`config.mk`:
```
export PLATFORM = sky130hd
export DESIGN_NAME = spi_master
export DESIGN_NICKNAME = d
export VERILOG_FILES = /design/src/rtl/spi_master.sv
export SDC_FILE = /design/constraint.sdc
export NUM_CORES = 1
export LEC_CHECK = 0
export CAP_MARGIN = 0
export CORE_MARGIN = 5
export CORE_UTILIZATION = 40
export DETAILED_ROUTE_END_ITERATION = 6
export PLACE_DENSITY_LB_ADDON = 0.3
export SYNTH_ARGS = -nofsm -noshare
export SYNTH_HDL_FRONTEND = slang
export SYNTH_SLANG_ARGS = --single-unit
```
`constraint.sdc`:
```
create_clock -name clk -period 5.25 [get_ports clk]
set_input_delay 0.7875 -clock clk [delete_from_list [all_inputs] [get_ports clk]]
set_output_delay 0.7875 -clock clk [all_outputs]
set_load 0.02 [all_outputs]
```
`src/rtl/spi_master.sv`:
```
// SPI master framing 10-bit command words, with a delayed 8-bit read-back.
// All outputs are registered and derived from the next state.
module spi_master #(
    parameter int unsigned READ_WAIT = 3
) (
    input  logic       clk,
    input  logic       rst,
    input  logic       start,
    input  logic [9:0] cmd_data,
    output logic       busy,
    output logic       done,
    output logic [7:0] rd_data,
    output logic       rd_valid,
    output logic       SS_n,
    output logic       MOSI,
    input  logic       MISO
);

    typedef enum logic [2:0] {
        S_IDLE  = 3'd0,
        S_SEL   = 3'd1,
        S_CMD   = 3'd2,
        S_SHIFT = 3'd3,
        S_HOLD  = 3'd4,
        S_WAIT  = 3'd5,
        S_RECV  = 3'd6,
        S_END   = 3'd7
    } state_t;

    localparam logic [3:0] WAIT_CYC = 4'(READ_WAIT);

    state_t     state_q, state_d;
    logic [9:0] sr_q, sr_d;
    logic [3:0] cnt_q, cnt_d;
    logic [7:0] rx_q, rx_d;
    logic [7:0] rd_data_q, rd_data_d;
    logic       rd_valid_q, rd_valid_d;
    logic       done_q, done_d;
    logic       busy_q, busy_d;
    logic       ss_n_q, ss_n_d;
    logic       mosi_q, mosi_d;
    logic       is_read;

    assign is_read = (sr_q[9:8] == 2'b11);

    always_comb begin
        state_d    = state_q;
        sr_d       = sr_q;
        cnt_d      = cnt_q;
        rx_d       = rx_q;
        rd_data_d  = rd_data_q;
        rd_valid_d = 1'b0;
        mosi_d     = 1'b0;
        unique case (state_q)
            S_IDLE: begin
                if (start) begin
                    sr_d    = cmd_data;
                    cnt_d   = 4'd0;
                    rx_d    = 8'h00;
                    state_d = S_SEL;
                end
            end
            S_SEL: begin
                mosi_d  = sr_q[9];
                state_d = S_CMD;
            end
            S_CMD: begin
                mosi_d  = sr_q[9];
                cnt_d   = 4'd10;
                state_d = S_SHIFT;
            end
            S_SHIFT: begin
                if (cnt_q == 4'd1) begin
                    cnt_d   = is_read ? WAIT_CYC : 4'd0;
                    state_d = is_read ? S_WAIT : S_HOLD;
                end else begin
                    // cnt_q counts bits still to send, including the current one
                    cnt_d  = cnt_q - 4'd1;
                    mosi_d = sr_q[cnt_q - 4'd2];
                end
            end
            S_HOLD: begin
                state_d = S_END;
            end
            S_WAIT: begin
                if (cnt_q == 4'd1) begin
                    cnt_d   = 4'd8;
                    state_d = S_RECV;
                end else begin
                    cnt_d = cnt_q - 4'd1;
                end
            end
            S_RECV: begin
                rx_d = {rx_q[6:0], MISO};
                if (cnt_q == 4'd1) begin
                    cnt_d      = 4'd0;
                    rd_data_d  = {rx_q[6:0], MISO};
                    rd_valid_d = 1'b1;
                    state_d    = S_END;
                end else begin
                    cnt_d = cnt_q - 4'd1;
                end
            end
            S_END: begin
                state_d = S_IDLE;
            end
            default: begin
                state_d = S_IDLE;
            end
        endcase
        ss_n_d = (state_d == S_IDLE) || (state_d == S_END);
        busy_d = (state_d != S_IDLE);
        done_d = (state_d == S_END);
    end

    always_ff @(posedge clk) begin
        if (rst) begin
            state_q    <= S_IDLE;
            sr_q       <= 10'd0;
            cnt_q      <= 4'd0;
            rx_q       <= 8'h00;
            rd_data_q  <= 8'h00;
            rd_valid_q <= 1'b0;
            done_q     <= 1'b0;
            busy_q     <= 1'b0;
            ss_n_q     <= 1'b1;
            mosi_q     <= 1'b0;
        end else begin
            state_q    <= state_d;
            sr_q       <= sr_d;
            cnt_q      <= cnt_d;
            rx_q       <= rx_d;
            rd_data_q  <= rd_data_d;
            rd_valid_q <= rd_valid_d;
            done_q     <= done_d;
            busy_q     <= busy_d;
            ss_n_q     <= ss_n_d;
            mosi_q     <= mosi_d;
        end
    end

    assign busy     = busy_q;
    assign done     = done_q;
    assign rd_data  = rd_data_q;
    assign rd_valid = rd_valid_q;
    assign SS_n     = ss_n_q;
    assign MOSI     = mosi_q;

endmodule

```
; ---- Word-level counts from Yosys, hierarchy flattened
; Cells that the tools add are included.
[word_totals]
register_bits = 37
latch_bits = 0
ram_bits = 0
rom_bits = 0
inputBits = 14
output_inout_bits = 13
elab_cells = 56
n_memories = 0
[classes]
addsub = 2
multipliers = 0
n_div = 0
order_cmp = 1
eq_ne = 11
shift = 0
mux = 19
n_bitwise = 1
n_reduce_logical = 12
[op_table]
columns = cell, count
row1 = $pmux W3 S8, 1
row2 = $pmux W4 S5, 1
row3 = $mux W4, 4
row4 = $eq A3 B3 Y1 const B, 5
row5 = $pmux W7 S2, 1
row6 = $mux W3, 4
row7 = $reduce_and A2 Y1, 4
row8 = $mux W7, 1
row9 = $eq A3 B2 Y1 const B, 2
row10 = $logic_not A3 Y1, 2
row11 = $lt A4 B5 Y1 const B, 1
row12 = $reduce_bool A5 Y1, 1
row13 = $bmux W1 S4, 1
row14 = $eq A4 B1 Y1 const B, 1
row15 = $mux W1, 4
row16 = $reduce_or A2 Y1, 2
row17 = $sub A4 B1 Y4 const B, 1
row18 = $sub A4 B2 Y4 const B, 1
row19 = $eq A3 B1 Y1 const B, 1
row20 = $reduce_bool A3 Y1, 1
row21 = $eq A2 B2 Y1 const B, 1
row22 = $mux W2, 1
row23 = $ne A2 B2 Y1 const B, 1
row24 = $pmux W1 S2, 1
row25 = 3 further kinds, 3

; ---- Longest topological paths before layout
; Gate-level depths: netlist of run 1.
[depth]
ltp_word = 6
depth_mapped = 7
ltp_nobuf = 6

; ---- Worst setup path after synthesis of run 1
; No wires, ideal clock.
[synth_path]
path_kind = input -> register
start = in rst
end = reg rd_valid_q, in the netlist rd_valid
setup_ps = 128
t_arrival_ps = 1674
t_required_ps = 5122
setup_slack_ps = 3449
path_stages = 4
path_buffers = 3
cell_sequence = clkbuf_1 > clkbuf_1 > clkbuf_1 > nor2_1
[synth_between]
elab_chain_len = 1
[synth_rtl]
columns = element, line
row1 = start: declaration, 7  ; input logic rst,
row2 = $reduce_or A2 Y1 (no source line), -
row3 = end signal: assignment, 134  ; rd_valid_q <= rd_valid_d;
row4 = end: declaration, 37  ; logic rd_valid_q, rd_valid_d;
; Every way passes these cells.
; A chain may end at the register's enable or synchronous reset.

; ---- Worst setup path after layout of run 1
[layout_path]
start = in start
end = reg rx_q[4]
[layout_between]
elab_chain_len = 2
[layout_rtl]
columns = element, line
row1 = start: declaration, 8  ; input logic start,
row2 = $ne A2 B2 Y1 (no source line), -
row3 = $reduce_and A2 Y1 (no source line), -
row4 = end signal: assignment, 132  ; rx_q <= rx_d;
row5 = end: declaration, 35  ; logic [7:0] rx_q, rx_d;
; Every way passes these cells.

==> results of run 1 <==
## worst min-delay path, stage by stage, from the launching register on
cell	delay, ns
dfxtp_1	0.31
nand2_1	0.05
a21oi_1	0.05
## logic make-up after synthesis
| group | after synthesis | synth area share, % |
|---|---|---|
| simple gates | 89 | 24.4 |
| compound gates | 50 | 19.5 |
| flops | 37 | 44.1 |
| buf+inv | 18 | 4.77 |
| mux | 4 | 3.28 |
| fa+ha+maj | 4 | 2.98 |
| xor+xnor | 2 | 1.04 |
## layout make-up
cell class                 instances  area [µm²]  area share (%)
tap                               50        62.6            3.06
multi-input combinational        149         865            42.3
timing repair buffer              28         275            13.5
inverter                           3        11.3           0.551
clock buffer                       6        72.6            3.55
sequential                        37         741            36.3
clock inverter                     2        15.0           0.735
## cell usage in the layout (no fill, tap or decap), types with 2 or more instances in the layout
cell type,Yosys,final
nand2_1,43,43
dfxtp_1,37,37
clkdlybuf4s50_1,0,26
a21oi_1,22,22
nor2_1,21,21
a22oi_1,8,8
nand2b_1,7,7
clkbuf_8,0,5
ha_1,4,4
inv_1,3,3
nor3b_1,3,3
o21ai_0,3,3
a21boi_0,3,3
nor3_1,3,3
and2_1,2,2
and3_1,2,2
xor2_1,2,2
nor2b_1,2,2
a2111oi_0,2,2
mux2_2,2,2
clkinvlp_4,0,2
buf_4,0,2
## layer usage
layer,global-route usage (%),vias up
li1,-,746
met1,18.8,623
met2,21.2,26
met3,5.47,5
met4,4.74,0
met5,0,-
## worst max path at each step
| stage | from | end | slack (ns) | cells past startpoint |
|---|---|---|---|---|
| global route | start | rx_q[4] | 2.51 | 5 |
| finish | start | rx_q[4] | 2.71 | 5 |
| global placement | start | rx_q[1] | 2.49 | 5 |
| CTS | start | rx_q[4] | 2.70 | 5 |
| detailed placement | start | rx_q[4] | 2.39 | 5 |
| floorplan | rst | rd_valid | 3.45 | 4 |
## registers in the layout (all words and copies together) (netlist names)
| name | cells |
|---|---|
| rd_data | 8 |
| rd_valid | 1 |
| sr_q | 10 |
| done | 1 |
| busy | 1 |
| MOSI | 1 |
| rx_q | 7 |
| cnt_q | 4 |
| state_q | 3 |
| SS_n | 1 |
## per-stage QoR
step	worst slack, ns	instances
final	2.71	275
after global routing	2.51	275
after CTS	2.70	275
after detailed placement	2.39	267
after global placement	2.49	267
after floorplan	3.45	204
## power by group
group,internal [mW],switching [mW]
clock network,0.0935,0.103
logic,0.0389,0.0426
registers,0.293,0.0147
==> impl_table.tex, run 1 <==
\begin{tabular}{lr}
\hline
Metric & Value \\
\hline
\multicolumn{2}{l}{\textbf{Route}} \\
Total wire length & 3500 µm \\
1st-pass router iterations & 4 \\
Antenna-violating nets left & 0 \\
Total via count after detailed routing & 1,400 \\
DR WL met2 & 1550 µm \\
Via/cell ratio & 5.09 \\
Detailed Route Iter0 Violations & 86 \\
Average routed wire per standard cell & 12.7 µm \\
M1 WL & 1750 µm \\
Total length of routed met3 wires & 161 µm \\
Highest layer used for signal routing & met4 \\
DRC & 0 \\
\multicolumn{2}{l}{\textbf{Clock network}} \\
Count of hold-fix buffers inserted at cts & 0 \\
Root Buffer & clkbuf\_8 \\
Clock insertion delay at the later pin of the skew report & 0.29 ns \\
Cells resized by post-CTS repair & 0 \\
CTS tree & done \\
H-Tree Depth & 2 \\
Total clock buffers created by CTS & 5 \\
Worst-case clock buffer depth & 2 \\
Post-CTS Repair Setup Buffers & 0 \\
Number of clock sinks & 37 \\
Clock input transition at the sequential cells of the worst setup and hold paths & 0.07 ns \\
\multicolumn{2}{l}{\textbf{Power}} \\
IR Drop Worst-Case VDD & 180 µV \\
Leakage component of the power & 0.726 nW \\
Pwr/cell area & 287 nW/µm² \\
Total power after layout & 585 µW \\
\multicolumn{2}{l}{\textbf{Final layout}} \\
Antenna fix cells & 0 \\
Proportion of layout cells with a drive suffix above 1 & 6.22\% \\
Util after Layout & 50.7\% \\
Final instance area & 2040 µm² \\
Number of fillers in the final layout & 410 \\
Nets@finish & 242 \\
P\&R area growth vs syn & 21.6\% \\
\multicolumn{2}{l}{\textbf{Synthesis}} \\
Cell type with the largest total area after synthesis & dfxtp\_1 \\
Syn\_nets & 222 \\
Top-area cell type share of the netlist area & 44.1\% \\
Most frequent cell after synthesis & nand2\_1 \\
Synth Register Bits & 37 \\
Post-synthesis cell count & 204 \\
Post-Synthesis Mean Instance Area & 8.23 µm² \\
Top area cells in the synthesized netlist & dfxtp\_1 44\%, nand2\_1 9.6\%, a21oi\_1 6.6\% \\
Predominant post-synthesis flop cell & dfxtp\_1 \\
Cell area after synthesis & 1680 µm² \\
Portion of the post-synthesis area used by sequential elements & 44.1\% \\
Leading post-synthesis cells by instance count & 43 x nand2\_1, 37 x dfxtp\_1, 22 x a21oi\_1 \\
EDFF count, synth & 0 \\
Distinct cell type count after synthesis & 41 \\
Number of warning messages in the yosys log & 0 \\
Fraction of registers with async set or reset after synthesis & 0\% \\
\multicolumn{2}{l}{\textbf{Timing}} \\
Tightest Pin Transition & 0.988 ns \\
Number of setup violations in the final report & 0 \\
Max\_slew headroom & 34.0\% \\
Final hold violations & 0 \\
Final count of pins violating max slew & 0 \\
Portion of the clock cycle consumed by the worst path in the final layout & 48.4\% \\
Worst clock skew & 0.00828 ns \\
Highest achievable clock rate & 394 MHz \\
Sum of negative setup slack & 0 ns \\
Minimum clock period & 2.54 ns \\
Unrepaired setup endpoints after global routing & false \\
Hold\_ws & 0.453 ns \\
\multicolumn{2}{l}{\textbf{Run status}} \\
Outcome & finished, final reports clean \\
\multicolumn{2}{l}{\textbf{Floorplan}} \\
Initial Utilization & 41.7\% \\
Overall die height & 74.8 µm \\
IO Pins & 27 \\
Width of the die & 74.8 µm \\
Std-Cell Rows & 23 \\
Core region area & 4030 µm² \\
Die area & 5590 µm² \\
\multicolumn{2}{l}{\textbf{Job}} \\
Max-Cap Viols & 0 \\
\multicolumn{2}{l}{\textbf{Global routing}} \\
Sum of overflow across all layers after global routing & 0 \\
Number of global-route vias before repair & 1,307 \\
Initial antenna violation count & 0 \\
Overall Global Routing Usage & 14.2\% \\
Global-route wire length before repair & 5980 µm \\
Pin count of the biggest net entering global routing & 39 \\
\multicolumn{2}{l}{\textbf{Setup path}} \\
Capturing element type of the critical path & register \\
Top cell by count, worst path & nor2\_1 \\
Cell with the biggest individual delay on the critical path & nor4b\_2 \\
CP Data Required Time & 5.42 ns \\
Type of the worst setup path & input pin to register \\
Crit Path Max Fanout & 11 \\
Worst Path Arrival & 2.71 ns \\
Capture point of the worst reg-to-reg path & rx\_q[4] \\
Nature of the critical path startpoint & input pin \\
Peak per-stage delay on the critical path & 0.82 ns \\
Kind of cell with the highest combined delay on the critical path & simple AND/OR/NAND/NOR gates \\
Buf+Inv Stages, Crit Path & 1 \\
Register-to-Register Setup Slack & 3.12 ns \\
Sequence of cells on the critical path & clkdlybuf4s50\_1 -> nor4b\_2 -> nor2\_1 -> a22oi\_1 -> nor2\_1 \\
Critical register-to-register path startpoint & state\_q[0] \\
Worst r2r path cells & 4 \\
\multicolumn{2}{l}{\textbf{Min path}} \\
Worst Hold Class & register to register \\
Hold worst-path end & sr\_q[6] \\
Startpoint of the most critical hold path & sr\_q[6] \\
Hold depth & 2 \\
\multicolumn{2}{l}{\textbf{Placed design}} \\
Standard cell area after detailed placement & 1950 µm² \\
HPWL reported at the end of detailed placement & 2340 µm \\
Last weighted congestion value of the routability-driven placer & 0.750 \\
Number of input and output port buffers inserted & 26 \\
\hline
\end{tabular}
Note: power is estimated with default switching activity, not from simulation.
==> run 2, diff against run 1 <==
==> constraint.sdc (replaced) <==
create_clock -name clk -period 2.25 [get_ports clk]
set_input_delay 0.3375 -clock clk [delete_from_list [all_inputs] [get_ports clk]]
set_output_delay 0.3375 -clock clk [all_outputs]
set_load 0.02 [all_outputs]
==> run 2 against run 1 <==
- first-iteration DRC count increased by 29%
- sequential share of layout area decreased by 0.46 points
- cell area increased by 1.3%
- power increased by 130%
==> impl_table.tex, run 2 (synthesis gave the netlist of run 1 again) <==
\begin{tabular}{lr}
\hline
Metric & Value \\
\hline
\multicolumn{2}{l}{\textbf{Final layout}} \\
Proportion of layout cells with a drive suffix above 1 & 7.42\% (+1.2 points) \\
Final cell count without fillers & 279 (+1.5\%) \\
Antenna fix cells & 0 (unchanged) \\
P\&R area growth vs syn & 23.2\% \\
Final instance area & 2070 µm² (+1.3\%) \\
Util after Layout & 51.3\% (+0.65 points) \\
Number of flip-flops under the largest register name & 10 (unchanged) \\
Highest-count cells in the layout ignoring fill and taps & 43 x nand2\_1, 37 x dfxtp\_1, 26 x clkdlybuf4s50\_1 \\
Nets@finish & 246 (+1.7\%) \\
Most common library cell in the layout ignoring fill and taps & nand2\_1 \\
Top register by number of flip-flops & sr\_q \\
\multicolumn{2}{l}{\textbf{Floorplan}} \\
IO Pins & 27 (unchanged) \\
Core region area & 4030 µm² (unchanged) \\
Die area & 5590 µm² (unchanged) \\
Initial Utilization & 41.7\% (unchanged) \\
Width of the die & 74.8 µm (unchanged) \\
Overall die height & 74.8 µm (unchanged) \\
Std-Cell Rows & 23 (unchanged) \\
\multicolumn{2}{l}{\textbf{Global routing}} \\
Overall Global Routing Usage & 14.3\% (+0.19 points) \\
Global-route wire length before repair & 6070 µm (+1.4\%) \\
Sum of overflow across all layers after global routing & 0 (unchanged) \\
Number of global-route vias before repair & 1,389 (+6.3\%) \\
Pin count of the biggest net entering global routing & 38 (-2.6\%) \\
Initial antenna violation count & 0 (unchanged) \\
\multicolumn{2}{l}{\textbf{Min path}} \\
Worst Hold Class & register to register \\
Hold depth & 2 (unchanged) \\
Hold worst-path end & rd\_data[4] \\
Startpoint of the most critical hold path & rd\_data[4] \\
\multicolumn{2}{l}{\textbf{Clock network}} \\
Clock insertion delay at the later pin of the skew report & 0.29 ns (about the same) \\
H-Tree Depth & 2 (unchanged) \\
Count of hold-fix buffers inserted at cts & 0 (unchanged) \\
Root Buffer & clkbuf\_8 \\
Number of clock sinks & 37 (unchanged) \\
Cells resized by post-CTS repair & 0 (unchanged) \\
Worst-case clock buffer depth & 2 (unchanged) \\
Clock input transition at the sequential cells of the worst setup and hold paths & 0.07 ns (about the same) \\
Post-CTS Repair Setup Buffers & 0 (unchanged) \\
Total clock buffers created by CTS & 5 (unchanged) \\
CTS tree & done \\
\multicolumn{2}{l}{\textbf{Route}} \\
Antenna-violating nets left & 0 (unchanged) \\
Detailed Route Iter0 Violations & 111 (+29\%) \\
Total length of routed met3 wires & 156 µm (-3.1\%) \\
Highest layer used for signal routing & met4 \\
M1 WL & 1820 µm (+3.9\%) \\
DRC & 0 (unchanged) \\
1st-pass router iterations & 4 (unchanged) \\
Total via count after detailed routing & 1,465 (+4.6\%) \\
Average routed wire per standard cell & 12.9 µm (+1.2\%) \\
Total wire length & 3590 µm (+2.6\%) \\
Via/cell ratio & 5.25 (+3.1\%) \\
DR WL met2 & 1570 µm (+1.4\%) \\
\multicolumn{2}{l}{\textbf{Power}} \\
IR Drop Worst-Case VDD & 453 µV (+150\%) \\
Leakage component of the power & 0.748 nW (+3.0\%) \\
Pwr/cell area & 659 nW/µm² (+130\%) \\
\multicolumn{2}{l}{\textbf{Setup path}} \\
Nature of the critical path startpoint & register \\
Capturing element type of the critical path & register \\
Worst r2r path cells & 4 (unchanged) \\
CP Data Required Time & 2.47 ns (-2.95 ns) \\
Register-to-Register Setup Slack & 0.44 ns (-2.68 ns) \\
Type of the worst setup path & register to register \\
Worst Path Arrival & 2.03 ns (-0.68 ns) \\
Crit Path Max Fanout & 16 (+5) \\
Capture point of the worst reg-to-reg path & cnt\_q[2] \\
Critical register-to-register path startpoint & state\_q[1] \\
\multicolumn{2}{l}{\textbf{Placed design}} \\
HPWL reported at the end of detailed placement & 2470 µm (+5.9\%) \\
Last weighted congestion value of the routability-driven placer & 0.772 (+3.0\%) \\
Number of input and output port buffers inserted & 26 (unchanged) \\
Standard cell area after detailed placement & 1980 µm² (+1.5\%) \\
Placed Cells incl. Taps & 271 (+1.5\%) \\
\multicolumn{2}{l}{\textbf{Timing}} \\
Portion of the clock cycle consumed by the worst path in the final layout & 80.4\% \\
Minimum clock period & 1.81 ns \\
Final count of pins violating max slew & 0 (unchanged) \\
Worst clock skew & 0.00390 ns (-0.00437 ns) \\
Max\_slew headroom & 67.0\% (+33 points) \\
Sum of negative setup slack & 0 ns (unchanged) \\
Number of setup violations in the final report & 0 (unchanged) \\
Final hold violations & 0 (unchanged) \\
Unrepaired setup endpoints after global routing & false \\
Tightest Pin Transition & 0.495 ns (-0.493 ns) \\
Highest achievable clock rate & 553 MHz \\
\multicolumn{2}{l}{\textbf{Run status}} \\
Outcome & finished, final reports clean \\
\multicolumn{2}{l}{\textbf{Job}} \\
Max-Cap Viols & 0 (unchanged) \\
\hline
\end{tabular}
-- run 2: cell types whose count changed in the layout (fill, tap and decap cells not counted), sizes merged --
cell,previous run,this run
buf,2,6
clkbuf,6,7
clkinvlp,2,1
-- run 2: stage by stage --
step | hold WS, ns | total power [mW] | worst slack [ns]
floorplan | 0.432 | 0.860 | 0.595
CTS | 0.459 | 1.38 | 0.447
detailed placement | 0.449 | 0.931 | 0.460
global route | 0.483 | 1.43 | 0.269
finish | 0.455 | 1.36 | 0.440
global placement | 0.442 | 0.928 | 0.458
-- run 2: cell type report --
class                           instances  area [µm²]
Clock inverter                          1        7.51
Sequential cell                        37         741
Inverter                                3        11.3
Timing Repair Buffer                   32         305
Clock buffer                            7        76.3
Multi-Input combinational cell        149         865
Fill cell                             409        1960
Tap cell                               50        62.6
-- run 2: worst max-delay path by stage --
stage                          start    endpoint  slack [ns]  cells past startpoint
after global placement    state_q[1]    cnt_q[2]        0.46                      4
after detailed placement       start    cnt_q[1]        0.46                      5
final                     state_q[1]    cnt_q[2]        0.44                      4
after floorplan             cnt_q[1]  state_q[1]        0.59                      6
after global routing      state_q[1]  rd_data[7]        0.27                      4
after CTS                 state_q[1]    cnt_q[2]        0.45                      4
-- run 2: metal layers --
layer / up-vias / global-route usage [%]
met4: 0 / 5.93
met1: 687 / 18.5
met5: - / 0
li1: 749 / -
met2: 24 / 22.1
met3: 5 / 4.67
-- run 2: report_power, final --
group	internal [mW]	switching, mW	total (mW)	leakage (nW)
Clock	0.219	0.227	0.446	0.0385
Combinational	0.0964	0.110	0.206	0.409
Sequential	0.683	0.0273	0.711	0.301
Total	0.999	0.364	1.36	0.748
-- run 2: worst max-delay path, cell delays in order, from the launching register on --
cell and delay, ns:
dfxtp_1 0.63, nand2b_1 0.14, a311o_1 0.43, or4b_1 0.47, o21ai_0 0.07
==> run 3, diff against run 2 <==
==> constraint.sdc (replaced) <==
create_clock -name clk -period 1.9 [get_ports clk]
set_input_delay 0.285 -clock clk [delete_from_list [all_inputs] [get_ports clk]]
set_output_delay 0.285 -clock clk [all_outputs]
set_load 0.02 [all_outputs]
==> run 3 against run 2 <==
- register-to-register slack worse by 0.29 ns
- clock power is 24% higher
- sequential share of layout area is 0.64 points lower
- worst setup slack worse by 0.29 ns
- combinational power is 26% higher
- global-route usage is 0.56 points higher
- cell area is 1.8% higher
==> impl_table.tex, run 3 (synthesis gave the netlist of run 1 again) <==
\begin{tabular}{lr}
\hline
Metric & Value \\
\hline
\multicolumn{2}{l}{\textbf{Setup path}} \\
Sequence of cells on the critical path & inv\_1 -> ha\_1 -> a2111oi\_0 -> o41ai\_1 -> a32o\_1 \\
Type of the worst setup path & register to register \\
Capturing element type of the critical path & register \\
Nature of the critical path startpoint & register \\
Crit Path Max Fanout & 5 (-11) \\
Worst Path Arrival & 1.93 ns (-0.10 ns) \\
Peak per-stage delay on the critical path & 0.39 ns (-0.24 ns) \\
CP Data Required Time & 2.09 ns (-0.38 ns) \\
Cell with the biggest individual delay on the critical path & dfxtp\_1 \\
\multicolumn{2}{l}{\textbf{Power}} \\
IR Drop Worst-Case VDD & 525 µV (+16\%) \\
Pwr/cell area & 783 nW/µm² (+19\%) \\
Leakage component of the power & 0.777 nW (+3.8\%) \\
\multicolumn{2}{l}{\textbf{Floorplan}} \\
Die area & 5590 µm² (unchanged) \\
Core region area & 4030 µm² (unchanged) \\
IO Pins & 27 (unchanged) \\
Std-Cell Rows & 23 (unchanged) \\
Initial Utilization & 41.7\% (unchanged) \\
Width of the die & 74.8 µm (unchanged) \\
Overall die height & 74.8 µm (unchanged) \\
\multicolumn{2}{l}{\textbf{Clock network}} \\
Post-CTS Repair Setup Buffers & 0 (unchanged) \\
Total clock buffers created by CTS & 5 (unchanged) \\
Clock input transition at the sequential cells of the worst setup and hold paths & 0.07 ns (about the same) \\
Number of clock sinks & 37 (unchanged) \\
CTS tree & done \\
H-Tree Depth & 2 (unchanged) \\
Worst-case clock buffer depth & 2 (unchanged) \\
Clock insertion delay at the later pin of the skew report & 0.29 ns (about the same) \\
Root Buffer & clkbuf\_8 \\
\multicolumn{2}{l}{\textbf{Timing}} \\
Final worst slack & 0.154 ns (-0.286 ns) \\
Tightest Pin Transition & 0.447 ns (-0.0474 ns) \\
Unrepaired setup endpoints after global routing & false \\
Portion of the clock cycle consumed by the worst path in the final layout & 91.9\% (+11 points) \\
Max\_slew headroom & 70.1\% (+3.1 points) \\
Minimum clock period & 1.75 ns (-0.0641 ns) \\
Highest achievable clock rate & 573 MHz (+3.7\%) \\
Final hold violations & 0 (unchanged) \\
Final count of pins violating max slew & 0 (unchanged) \\
Worst clock skew & 0.00542 ns (+0.00151 ns) \\
Number of setup violations in the final report & 0 (unchanged) \\
Sum of negative setup slack & 0 ns (unchanged) \\
\multicolumn{2}{l}{\textbf{Route}} \\
Detailed Route Iter0 Violations & 89 (-20\%) \\
Total via count after detailed routing & 1,481 (+1.1\%) \\
1st-pass router iterations & 4 (unchanged) \\
DRC & 0 (unchanged) \\
Average routed wire per standard cell & 12.6 µm (-2.0\%) \\
Via/cell ratio & 5.23 (-0.34\%) \\
Antenna-violating nets left & 0 (unchanged) \\
Total wire length & 3570 µm (-0.58\%) \\
\multicolumn{2}{l}{\textbf{Placed design}} \\
Worst slack after detailed placement & 0.136 ns (-0.325 ns) \\
Number of input and output port buffers inserted & 26 (unchanged) \\
Last weighted congestion value of the routability-driven placer & 0.777 (+0.65\%) \\
HPWL reported at the end of detailed placement & 2460 µm (-0.45\%) \\
\multicolumn{2}{l}{\textbf{Final layout}} \\
Number of flip-flops under the largest register name & 10 (unchanged) \\
Antenna fix cells & 0 (unchanged) \\
Most common library cell in the layout ignoring fill and taps & nand2\_1 \\
P\&R area growth vs syn & 25.4\% \\
Nets@finish & 250 (+1.6\%) \\
Highest-count cells in the layout ignoring fill and taps & 43 x nand2\_1, 37 x dfxtp\_1, 26 x clkdlybuf4s50\_1 \\
Proportion of layout cells with a drive suffix above 1 & 9.87\% (+2.4 points) \\
Top register by number of flip-flops & sr\_q \\
\multicolumn{2}{l}{\textbf{Global routing}} \\
Overall Global Routing Usage & 14.9\% (+0.56 points) \\
Global-route wire length before repair & 6380 µm (+5.1\%) \\
Number of global-route vias before repair & 1,444 (+4.0\%) \\
Sum of overflow across all layers after global routing & 0 (unchanged) \\
Initial antenna violation count & 0 (unchanged) \\
Pin count of the biggest net entering global routing & 38 (unchanged) \\
\multicolumn{2}{l}{\textbf{Run status}} \\
Outcome & finished, final reports clean \\
\multicolumn{2}{l}{\textbf{Job}} \\
Max-Cap Viols & 0 (unchanged) \\
\multicolumn{2}{l}{\textbf{Min path}} \\
Worst Hold Class & register to register \\
\hline
\end{tabular}
==> run 3: critical path: cells and delay by family (launching register included) <==
kind,cells,cell delay [ns]
AOI/OAI and AO/OA,3,0.78
adders and majority gates,1,0.36
DFF,1,0.39
buffers and inverters,1,0.12
==> run 3: cell type report <==
cell class                 count  area [µm²]
sequential                    37         741
timing repair buffer          36         335
tap                           50        62.6
inverter                       3        11.3
multi-input combinational    149         865
fill                         414        1920
clock inverter                 3        22.5
clock buffer                   5        68.8
==> run 3: per-stage QoR <==
| stage | util [%] | power [mW] | instances | hold slack [ns] | instance area (µm²) |
|---|---|---|---|---|---|
| global placement | 50.0 | 1.11 | 275 | 0.440 | 2010 |
| floorplan | - | 1.02 | 204 | 0.421 | 1680 |
| CTS | 52.3 | 1.67 | 283 | 0.454 | 2110 |
| finish | 52.3 | 1.65 | 283 | 0.452 | 2110 |
| detailed placement | 50.0 | 1.11 | 275 | 0.444 | 2010 |
| global route | 52.3 | 1.74 | 283 | 0.486 | 2110 |
==> run 3: what timing repair did <==
item                                    CTS  global route
hold buffers                              0             0
resized for setup                         0             1
endpoints found under the setup margin    0             1
endpoints found under the hold margin     0             0
==> run 3: routing by layer <==
metal | global-route usage (%) | vias to the layer above | wire [µm]
met1 | 19.3 | 679 | 1790
met3 | 3.74 | 7 | 162
met2 | 23.0 | 36 | 1540
li1 | - | 759 | -
met5 | 0 | - | 0
met4 | 7.71 | 0 | 80
==> run 3: final timing paths <==
kind	from	endpoint	slack, ns	depth (start not counted)
worst min register to register	sr_q[4]	sr_q[4]	0.45	2
worst max register to register	cnt_q[1]	MOSI	0.15	5
worst min-delay path	sr_q[4]	sr_q[4]	0.45	2
worst max-delay path	cnt_q[1]	MOSI	0.15	5
==> run 3: report_power, final <==
| group | internal [mW] | switching [mW] |
|---|---|---|
| combinational | 0.123 | 0.137 |
| clock | 0.260 | 0.294 |
| sequential | 0.809 | 0.0275 |
